==> src/rtl/fetch_pkg.sv <==
// Shared types and constants for the instruction-fetch stage.
package fetch_pkg;
    typedef enum logic {
        FILL = 1'b0,
        RUN  = 1'b1
    } fetch_state_e;

    localparam logic [31:0] NOP     = 32'h0000_0000;
    localparam int          PC_STEP = 4;
endpackage

==> src/rtl/fetch_unit_if_id_reg.sv <==
// IF/ID pipeline register: enable-gated load, synchronous bubble, async clear.
module if_id_reg
    import fetch_pkg::*;
#(
    parameter int N = 32
) (
    input  logic         clk,
    input  logic         rst_n,
    input  logic         en,
    input  logic         bubble,
    input  logic [N-1:0] instr_d,
    input  logic [N-1:0] pc4_d,
    input  logic         valid_d,
    output logic [N-1:0] instr,
    output logic [N-1:0] pc4,
    output logic         valid
);
    always_ff @(posedge clk or negedge rst_n) begin
        if (!rst_n) begin
            instr <= N'(NOP);
            pc4   <= '0;
            valid <= 1'b0;
        end else if (en) begin
            if (bubble) begin
                instr <= N'(NOP);
                pc4   <= '0;
                valid <= 1'b0;
            end else begin
                instr <= instr_d;
                pc4   <= pc4_d;
                valid <= valid_d;
            end
        end
    end
endmodule

==> src/rtl/fetch_unit.sv <==
// Instruction-fetch stage: PC, one-cycle-latency imem interface, redirect squash, redirect counter.
module fetch_unit
    import fetch_pkg::*;
#(
    parameter int             N        = 32,
    parameter logic [N-1:0]   RESET_PC = '0,
    parameter int             CNT_W    = 16
) (
    input  logic             clk,
    input  logic             rst_n,
    input  logic             stall,
    input  logic             pcsrc,
    input  logic [N-1:0]     branch_target,
    output logic [N-1:0]     imem_addr,
    output logic             imem_en,
    input  logic [N-1:0]     imem_rdata,
    output logic [N-1:0]     if_id_instr,
    output logic [N-1:0]     if_id_pc4,
    output logic             if_id_valid,
    output logic             flush,
    output logic [CNT_W-1:0] redirect_cnt
);
    fetch_state_e     state_q, state_d;
    logic [N-1:0]     pc_q, pc_d;
    logic [N-1:0]     fetched_pc_q, fetched_pc_d;
    logic [CNT_W-1:0] cnt_q, cnt_d;
    logic             en;
    logic             bubble;
    logic [N-1:0]     target;
    logic             unused_tgt_lsbs;

    // Low address bits of the target are forced to word alignment.
    assign target          = {branch_target[N-1:2], 2'b00};
    assign unused_tgt_lsbs = ^branch_target[1:0];

    assign en           = ~stall | pcsrc;
    assign imem_en      = en;
    assign imem_addr    = pc_q;
    assign flush        = pcsrc;
    assign redirect_cnt = cnt_q;

    // A word returning during FILL was issued on the wrong path (or before reset).
    assign bubble = pcsrc | (state_q == FILL);

    always_ff @(posedge clk or negedge rst_n) begin
        if (!rst_n) begin
            state_q      <= FILL;
            pc_q         <= RESET_PC;
            fetched_pc_q <= '0;
            cnt_q        <= '0;
        end else begin
            state_q      <= state_d;
            pc_q         <= pc_d;
            fetched_pc_q <= fetched_pc_d;
            cnt_q        <= cnt_d;
        end
    end

    always_comb begin
        state_d      = state_q;
        pc_d         = pc_q;
        fetched_pc_d = fetched_pc_q;
        cnt_d        = cnt_q;
        if (pcsrc) begin
            state_d = FILL;
            pc_d    = target;
            if (cnt_q != '1)
                cnt_d = cnt_q + 1'b1;
        end else if (!stall) begin
            state_d      = RUN;
            fetched_pc_d = pc_q;
            pc_d         = pc_q + N'(PC_STEP);
        end
    end

    if_id_reg #(.N(N)) u_if_id (
        .clk     (clk),
        .rst_n   (rst_n),
        .en      (en),
        .bubble  (bubble),
        .instr_d (imem_rdata),
        .pc4_d   (fetched_pc_q + N'(PC_STEP)),
        .valid_d (1'b1),
        .instr   (if_id_instr),
        .pc4     (if_id_pc4),
        .valid   (if_id_valid)
    );
endmodule

==> config.mk <==
export PLATFORM = sky130hd
export DESIGN_NAME = fetch_unit
export DESIGN_NICKNAME = d
export VERILOG_FILES = /design/src/rtl/fetch_pkg.sv /design/src/rtl/fetch_unit_if_id_reg.sv /design/src/rtl/fetch_unit.sv
export SDC_FILE = /design/constraint.sdc
export NUM_CORES = 1
export LEC_CHECK = 0
export BUFFER_PORTS_ARGS = -buffer_cell sky130_fd_sc_hd__buf_2
export CAP_MARGIN = 20
export CELL_PAD_IN_SITES_DETAIL_PLACEMENT = 1
export CELL_PAD_IN_SITES_GLOBAL_PLACEMENT = 1
export CORE_AREA = 2 2 153 155
export CTS_BUF_LIST = sky130_fd_sc_hd__clkbuf_16
export CTS_CLUSTER_SIZE = 16
export DETAILED_ROUTE_END_ITERATION = 7
export DIE_AREA = 0 0 155 157
export GPL_ROUTABILITY_DRIVEN = 0
export PLACE_DENSITY = 0.68
export SETUP_SLACK_MARGIN = 0.05
export SLEW_MARGIN = 25
export SYNTH_ARGS = -nofsm -noshare
export SYNTH_HDL_FRONTEND = slang
export SYNTH_SLANG_ARGS = --single-unit
==> constraint.sdc <==
create_clock -name clk -period 5.88 [get_ports clk]
set_input_delay 0.882 -clock clk [delete_from_list [all_inputs] [get_ports clk]]
set_output_delay 0.882 -clock clk [all_outputs]
set_load 0.02 [all_outputs]
Yosys cells after proc, flatten, opt, wreduce, memory -nomap -nowiden. Index checks and enable logic that the tools add are counted.

Add/sub/neg operators: 3. Equal/unequal tests: 2. Multiplexer cells: 7. Bitwise operators: 5. Reductions and logical operators: 2.

Operators by type and width (count): $mux W32 (4); $add A32 B3 Y32 const B (2); $add A16 B1 Y16 const B (1); $ne A16 B16 Y1 const B (1); $reduce_and A2 Y1 (2); $mux W1 (3); $not A1 Y1 (3); $ne A2 B1 Y1 const B (1); $or A1 B1 Y1 (2).

Register bits after elaboration: 146. Input port bits: 68. Output and inout port bits: 115. Word-level logic and storage cells: 26.

Depth between registers and ports, before layout. Gate-level depths: netlist of run 1.

Depth in word-level cells: 3. Mapped depth: 7. Mapped depth without buffers: 5.

Hierarchy. From an unflattened synthesis of run 1, not the netlist that was laid out.

Cells, all modules: 697. Area total of the unflattened synthesis: 7078.0 µm².

By module, submodules not included: fetch_unit (instances 1, cells an instance 416, area an instance 4259.1 µm², sequential area each 1926.8 µm²); if_id_reg (instances 1, cells an instance 281, area an instance 2819.0 µm², sequential area each 1626.6 µm²).

Worst setup path after synthesis of run 1. Ideal clock, no wire load.

Path type: input -> output. From: input stall. To: output imem_en. Arrival time: 2.015 ns. Data required time: 4.998 ns. Setup slack: 2.983 ns. Cell stages on the path: 5. Path buffers: 3. Cells stage by stage: clkbuf_1 nor2b_1 clkbuf_1 clkbuf_1 inv_1.

Longest elaborated chain between the ends: 2.

RTL lines: start: declaration (line fetch_unit.sv:11) `input logic stall,`; $not A1 Y1 (no source line); $or A1 B1 Y1 (line fetch_unit.sv:36) `assign en = ~stall | pcsrc;`; end: declaration (line fetch_unit.sv:15) `output logic imem_en,`.

Every way passes these cells.

Final worst setup path of run 1.
From: input pcsrc. To: output imem_en.

Longest elaborated chain between the ends: 1.

RTL lines: start: declaration (line fetch_unit.sv:12) `input logic pcsrc,`; $or A1 B1 Y1 (line fetch_unit.sv:36).

Every way passes these cells.

==> run summary, run 1 <==
Comb power frac - 0.157
Seq pwr share - 0.448
CTS tree - built
# rows - 55
Final std cells w/o fill - 1100
Final Hold Slack - 0.4758 ns
Share of layout cells above drive strength 1 - 0.3120
Most frequent CP cell - buf_2
I/O Buffers - 176
Worst endpoint required time - 5.00 ns
Peak supply drop - 161.8 uV
CP cell instances - buf_2 > buf_4 > nor2b_4 > inv_1 > buf_2
Starting Density - 0.2982
Switching power - 0.0008655 W
Post-Route WL - 20180 um
Power Density - 321.5 nW/um2
Power share of the clock group - 0.395
Syn-to-layout area delta - 25.15%
Leakage - 3.845 nW
RSZ-0062 raised after global routing - no
First drt pass iteration count - 5
Final Max Slew Viols - 0
Worst path bufs/invs - 4
Clock H-tree levels - 4
Synthesized flop and latch total - 140
Grt ovf - 0
Die W - 155 um
Die Height - 157 um
EDFF count, synth - 0
Final hold viol count - 0
Min-delay worst type - reg2reg
Hold_buf cts - 0
Hpwl dp - 14260 um
Avg WL per Cell - 18.35 um
Clock sink count - 140
Cts repair resizes - 0
Synthesized area per cell - 10.44 um2
Internal - 0.001834 W
Yosys warns - 0
Sw frac - 0.3206
Main synth FF type - dfrtp_1
Asr flop ratio synth - 1.000
Post-synth cell types - 59
IO Pins - 183
Seq/Total Area, Yosys - 0.5221
Die area - 24340 um2
Critical path data arrival time - 1.87 ns
Final #Nets - 872
DRC - 0
CP delay by family, top - buffers and inverters
Slew @ Worst Pin - 0.8676 ns
Initial DRC Count - 346
FF-to-FF setup slack - 3.53 ns
Final critical-path required period - 2.749 ns
Power Total - 0.002700 W
Kind of critical path - in2out
Highest clock rate - 0.3637 GHz
Clk pin slew, worst setup/hold paths - 0.06 ns
Status - complete, no violations
Core footprint - 22500 um2
Vias in the first global route - 5710
Initial antenna violation count - 3
GRT Total Usage - 0.1684
Setup TNS - 0 ns
Clock Path Buffers - 2
Antenna viol nets, final - 0
Routed vias - 5749
Largest net degree at the start of global routing - 86
Max Cap Violations - 0
Fin Clk Skew - 0.01132 ns
Root Driver - clkbuf_16
Skew-Pair Late Insertion Delay - 0.43 ns
First-pass GRT wire length - 32220 um
Cts bufs inserted - 17
Synth Instances - 643
Via density - 5.226
Crit path largest cell delay - 0.36 ns
Highest net fanout along the worst path - 28
Period utilisation layout - 0.4675
CP endpoint kind - primary output
Post CTS Setup Buffer Count - 0
Slew headroom - 0.4210
Critical-path top delay cell - buf_4
Cell Area, Synth - 6710 um2
Placed Cells incl. Taps - 1067
Final setup vio count - 0
Worst setup SP type - primary input
state kept, by name, summed over array words and instances, names as in the netlist:
register / flops
u_if_id.pc4: 30
imem_addr: 30
u_if_id.instr: 32
fetched_pc_q: 30
state_q: 1
u_if_id.valid: 1
redirect_cnt: 16
metrics by stage:
| step | utilization | area, um2 | setup slack, ns |
|---|---|---|---|
| 2_1_floorplan | - | 6721 | 2.983 |
| 3_3_place_gp | 0.3474 | 7818 | 2.817 |
| 3_5_place_dp | 0.3474 | 7818 | 2.792 |
| 4_1_cts | 0.3731 | 8396 | 3.109 |
| 5_1_grt | 0.3731 | 8396 | 3.050 |
| 6_report | 0.3732 | 8398 | 3.131 |
cell usage in the layout, fill, tap and decap left out, drive strengths merged, types with 12 or more instances in the layout:
master    n
buf     181
inv      21
xnor2    25
nand4    24
dfrtp   140
nor2     31
nand2    64
or4      12
a22o     34
clkbuf   17
a31oi    16
nand3    38
mux2     29
o21ai    36
nor3     13
cells in the mapped netlist (all sizes together), types with 3 or more instances:
cell      n  area (um2)
dfrtp   140        3503
nand2    64       242.7
nand3    38       195.2
o21ai    36       180.2
a22o     34       297.8
clkbuf   34       128.9
nor2     31       116.4
mux2     29       326.6
xnor2    25       219.0
nand4    24       150.1
a31oi    16       100.1
nor3     13       65.06
inv      12       45.04
or4      12       93.84
and3     11       68.82
buf      11       71.32
nor4     11       68.82
o211ai   11       82.58
xor2     11       96.34
and4      9       80.08
a32oi     8       70.07
o31ai     8       60.06
or3       7       45.05
a21oi     4       20.02
nand4b    4       35.03
ha        3       37.54
nand2b    3       18.77
or2       3       18.77
power groups by stage:
stage                     registers, W  clock network [W]  logic (W)
after floorplan                0.00125                  0   0.000208
after global placement         0.00122                  0   0.000420
after detailed placement       0.00122                  0   0.000429
after CTS                      0.00121            0.00110   0.000432
after global routing           0.00123            0.00114   0.000468
final                          0.00121            0.00107   0.000425
cell families (layout without fill, tap and decap cells):
group / after synthesis / after routing / share of synthesized area
XOR/XNOR: 36 / 36 / 0.04699
AND/OR/NAND/NOR: 244 / 244 / 0.1963
flip-flops: 140 / 140 / 0.5221
multiplexers: 30 / 30 / 0.05016
adder cells (fa/ha/maj): 3 / 3 / 0.005594
other: 1 / 5 / 0.0005589
buffers and inverters: 57 / 225 / 0.03655
AO/OA/AOI/OAI: 132 / 132 / 0.1417
worst paths after layout:
| path | endpoint | cells past startpoint | startpoint |
|---|---|---|---|
| max | imem_en | 5 | pcsrc |
| min | u_if_id.pc4[22] | 2 | u_if_id.pc4[22] |
| max reg2reg | imem_addr[28] | 5 | imem_addr[2] |
| min reg2reg | u_if_id.pc4[22] | 2 | u_if_id.pc4[22] |
| max in group asynchronous | fetched_pc_q[12] | 2 | rst_n |
| min in group asynchronous | u_if_id.instr[19] | 1 | rst_n |
final cells by class:
type / count / area, um2
clock inverter: 15 / 152.6
clock buffer: 17 / 425.4
multi-input combinational: 449 / 2988
antenna: 1 / 2.502
tap: 285 / 356.6
fill: 2605 / 14100
sequential: 140 / 3503
inverter: 12 / 45.04
timing repair buffer: 181 / 924.6
routing by layer:
layer  track usage  wire (um)  vias to the layer above
li1              -          -                     2718
met1        0.2246       9398                     2843
met2        0.2658       9187                      169
met3       0.05369       1416                       15
met4       0.04233        154                        4
met5             0         24                        -
tightest hold or removal path, stage by stage, from the launching register on:
cell and delay [ns]:
dfrtp_1 0.34, nand2_1 0.05, nand3_1 0.05
No activity file was read; power rests on OpenSTA's default activity.
==> run 2, diff against run 1 <==
PLACE_DENSITY = 0.7   (was 0.68)
clock period = 2.5 ns   (was 5.88 ns; I/O delays follow)
==> run summary, run 2 (synthesized netlist as in run 1, its figures left out) <==
Met3 usage - 0.06388
Initial DRC Count - 280
Highest net fanout along the worst path - 6
Kind of critical path - reg2reg
Cts repair resizes - 0
Die Height - 157 um
Antenna viol nets, final - 0
Vias in the first global route - 5962
Register area - 3503 um2
Most flops, register - u_if_id.instr
Starting Density - 0.2982
I/O Buffers - 176
Period utilisation layout - 0.8512
IO Pins - 183
Worst endpoint required time - 2.86 ns
Hold_buf cts - 1
Final critical-path required period - 2.128 ns
Via density - 5.200
Slew @ Worst Pin - 0.8283 ns
DRC - 0
Commonest non-fill, non-tap cell in the layout - buf_2
Final Max Slew Viols - 0
Syn-to-layout area delta - 28.99%
Post CTS Setup Buffer Count - 0
Grt peak-use layer - met2
Multi-input logic area - 2988 um2
# rows - 55
CTS tree - built
First drt pass iteration count - 4
Final hold viol count - 0
Final #Nets - 895
CP endpoint kind - register
Grt ovf - 0
Avg WL per Cell - 18.33 um
Largest net degree at the start of global routing - 61
Highest clock rate - 0.4700 GHz
RSZ-0062 raised after global routing - no
Max Cap Violations - 0
Slew headroom - 0.4472
Status - complete, no violations
Die W - 155 um
Commonest non-fill, non-tap cells in the layout - 175 x buf_2, 140 x dfrtp_1, 63 x nand2_1
GRT Total Usage - 0.1710
Routed vias - 5834
Peak supply drop - 408.4 uV
Fin Clk Skew - 0.009238 ns
Min-delay worst type - in2reg
Worst setup SP type - register
Met2 Use GR - 0.2775
GR Util met1 - 0.2139
Clock H-tree levels - 4
Fill count - 2571
Hpwl dp - 14870 um
Core footprint - 22500 um2
Leakage - 3.980 nW
Clock Path Buffers - 2
First-pass GRT wire length - 32840 um
Final setup vio count - 0
Clk pin slew, worst setup/hold paths - 0.07 ns
Max reg flops - 32
# diodes - 0
Power Density - 756.2 nW/um2
Cts bufs inserted - 17
Root Driver - clkbuf_16
Clock sink count - 140
Critical path data arrival time - 2.49 ns
Post-Route WL - 20570 um
Setup TNS - 0 ns
Skew-Pair Late Insertion Delay - 0.42 ns
Final core utilization - 0.3847
Share of layout cells above drive strength 1 - 0.3297
Die area - 24340 um2
Initial antenna violation count - 3
run 2: changes by cell type in the layout (fill, tap and decap cells not counted), sizes merged:
cell / previous run / this run
clkinv: 3 / 1
inv: 21 / 19
bufinv: 1 / 3
clkinvlp: 2 / 4
dlygate4sd3: 0 / 1
diode: 1 / 0
buf: 181 / 203
run 2: critical path, stage by stage (launching register included):
cell and delay, ns:
dfrtp_1 0.39, ha_1 0.28, nand4_1 0.24, or3_1 0.51
or4b_1 0.55, nand3_1 0.09
run 2: metrics by stage:
step           cells  hold WS [ns]  cell area, um2  power (W)  setup WS (ns)
5_1_grt         1122        0.1493            8656   0.006880         0.2399
3_5_place_dp    1089        0.3153            8033   0.003938         0.3964
3_3_place_gp    1089        0.3120            8033   0.003899         0.4003
2_1_floorplan    646       0.07941            6721   0.003435         0.3735
4_1_cts         1122        0.1436            8656   0.006629         0.3600
6_report        1122        0.1587            8656   0.006545         0.3721
run 2: layer usage:
metal / vias to the layer above / wire, um
met5: - / 38
met4: 6 / 238
li1: 2754 / -
met2: 161 / 9499
met1: 2891 / 9138
met3: 22 / 1655
run 2: cell type report:
| class | instances | area share |
|---|---|---|
| Timing Repair Buffer | 204 | 0.1328 |
| Clock buffer | 17 | 0.04915 |
| Clock inverter | 15 | 0.02168 |
| Multi-Input combinational cell | 449 | 0.3452 |
| Inverter | 12 | 0.005204 |
| Tap cell | 285 | 0.04120 |
| Sequential cell | 140 | 0.4047 |
run 2: worst paths after layout:
kind	depth (start not counted)	to	startpoint	slack (ns)
max	5	u_if_id.pc4[28]	fetched_pc_q[2]	0.37
min	3	imem_addr[14]	branch_target[14]	0.16
max reg2reg	5	u_if_id.pc4[28]	fetched_pc_q[2]	0.37
min reg2reg	2	u_if_id.pc4[11]	u_if_id.pc4[11]	0.47
max in group asynchronous	3	u_if_id.instr[14]	rst_n	1.31
min in group asynchronous	2	u_if_id.pc4[6]	rst_n	0.45
run 2: where the power goes:
| part | leakage, nW | switching [W] | internal (W) |
|---|---|---|---|
| Sequential | 1.79 | 0.000330 | 0.00250 |
| Clock | 0.291 | 0.00106 | 0.00159 |
| Combinational | 1.90 | 0.000620 | 0.000442 |
| Total | 3.98 | 0.00201 | 0.00453 |
==> run 3, diff against run 2 <==
BUFFER_PORTS_ARGS = not set   (was -buffer_cell sky130_fd_sc_hd__buf_2)
DONT_BUFFER_PORTS = 1   (was not set)
PLACE_DENSITY = 0.61   (was 0.7)
==> run summary, run 3 (synthesized netlist as in run 1, its figures left out) <==
Status - finished, violations left
Failing checks - negative hold slack
Highest net fanout along the worst path - 8
Starting Density - 0.2982
Die Height - 157 um
CP endpoint kind - register
Power Density - 815.9 nW/um2
Setup TNS - 0 ns
Routed vias - 5258
Peak supply drop - 385.7 uV
Avg WL per Cell - 21.02 um
Power share of the clock group - 0.419
Die W - 155 um
First-pass GRT wire length - 31730 um
Core footprint - 22500 um2
IO Pins - 183
Sw frac - 0.2920
Seq pwr share - 0.466
# rows - 55
Max reg flops - 32
Clk pin slew, worst setup/hold paths - 0.07 ns
Via density - 5.517
Final Hold Slack - -0.3542 ns
GR Util met1 - 0.1997
GRT Total Usage - 0.1667
Antenna viol nets, final - 0
First drt pass iteration count - 4
DRC - 0
Final setup vio count - 0
Cts repair resizes - 0
Max Cap Violations - 0
Kind of critical path - reg2reg
Hpwl dp - 14660 um
Switching power - 0.001853 W
Worst setup SP type - register
CTS tree - built
Cts bufs inserted - 17
Initial antenna violation count - 0
Highest clock rate - 0.4527 GHz
Skew-Pair Late Insertion Delay - 0.42 ns
Final critical-path required period - 2.209 ns
Final core utilization - 0.3457
RSZ-0062 raised after global routing - no
Vias in the first global route - 5576
Die area - 24340 um2
Period utilisation layout - 0.8835
Most flops, register - u_if_id.instr
Internal - 0.004494 W
Met3 usage - 0.05341
# diodes - 0
Share of layout cells above drive strength 1 - 0.1602
Largest net degree at the start of global routing - 141
Comb power frac - 0.114
Commonest non-fill, non-tap cells in the layout - 140 x dfrtp_1, 63 x nand2_1, 37 x nand3_1
Clock H-tree levels - 4
Reg2reg start - imem_addr[2]
Commonest non-fill, non-tap cell in the layout - dfrtp_1
Grt peak-use layer - met2
Post CTS Setup Buffer Count - 0
Min-delay worst type - in2async
Post-Route WL - 20030 um
Slew @ Worst Pin - 0.7981 ns
Worst setup path start - imem_addr[2]
Fin Clk Skew - 0.01466 ns
Syn-to-layout area delta - 15.94%
Final Max Slew Viols - 0
Fill count - 2514
I/O Buffers - 0
Grt ovf - 0
Critical path data arrival time - 2.54 ns
Met2 Use GR - 0.2838
Clock Path Buffers - 2
Worst endpoint required time - 2.83 ns
Initial DRC Count - 211
Final hold viol count - 140
Slew headroom - 0.4630
Root Driver - clkbuf_16
Clock sink count - 140
Final #Nets - 726
Leakage - 3.207 nW
run 3: changes by cell type in the layout (fill, tap and decap cells not counted), sizes merged:
cell         before  now
clkinvlp          4    3
clkinv            1    4
buf             203   35
inv              19   16
bufinv            3    4
dlygate4sd3       1    0
run 3: layout make-up:
type,count,area (um2),share of cell area
flip-flops and latches,140,3503,0.4503
multi-input cells,449,2988,0.3840
clock buffers,17,425.4,0.05468
well taps,285,356.6,0.04583
repair buffers,35,262.8,0.03377
clock inverters,15,198.9,0.02557
inverters,12,45.04,0.005790
run 3: layer usage:
metal	routed length, um	part of all wire	vias up
met3	1503	0.075	24
met1	8567	0.43	2635
met4	349	0.017	0
met5	0	0	-
li1	-	-	2429
met2	9608	0.48	170
run 3: final timing paths:
check / to / slack [ns] / cells after the start
max reg2reg: imem_addr[28] / 0.29 / 5
min reg2reg: state_q / 0.52 / 2
max in group asynchronous: u_if_id.instr[26] / 2.65 / 0
min in group clk: state_q / 0.03 / 1
max: imem_addr[28] / 0.29 / 5
min: redirect_cnt[3] / -0.35 / 0
run 3: metrics by stage:
step	power, W	hold slack [ns]	setup WS, ns	area (um2)	instances
global placement	0.003677	0.08204	0.3403	7156	921
global route	0.006662	-0.3846	0.1682	7780	953
detailed placement	0.003733	0.08197	0.3075	7156	921
floorplan	0.003435	0.07941	0.3735	6721	646
CTS	0.006439	-0.3773	0.2869	7780	953
finish	0.006348	-0.3542	0.2911	7780	953
run 3: worst max-delay path: stages, from the launching register on:
cell,delay (ns)
dfrtp_1,0.36
ha_1,0.24
nand4_1,0.26
or3_1,0.56
or4_1,0.50
a31oi_1,0.20
run 3: power by group through the flow:
stage / Clock [W] / Sequential (W) / Combinational (W)
6_report: 0.00266 / 0.00296 / 0.000724
4_1_cts: 0.00274 / 0.00297 / 0.000732
2_1_floorplan: 0 / 0.00295 / 0.000488
3_3_place_gp: 0 / 0.00299 / 0.000692
3_5_place_dp: 0 / 0.00301 / 0.000726
5_1_grt: 0.00284 / 0.00301 / 0.000810
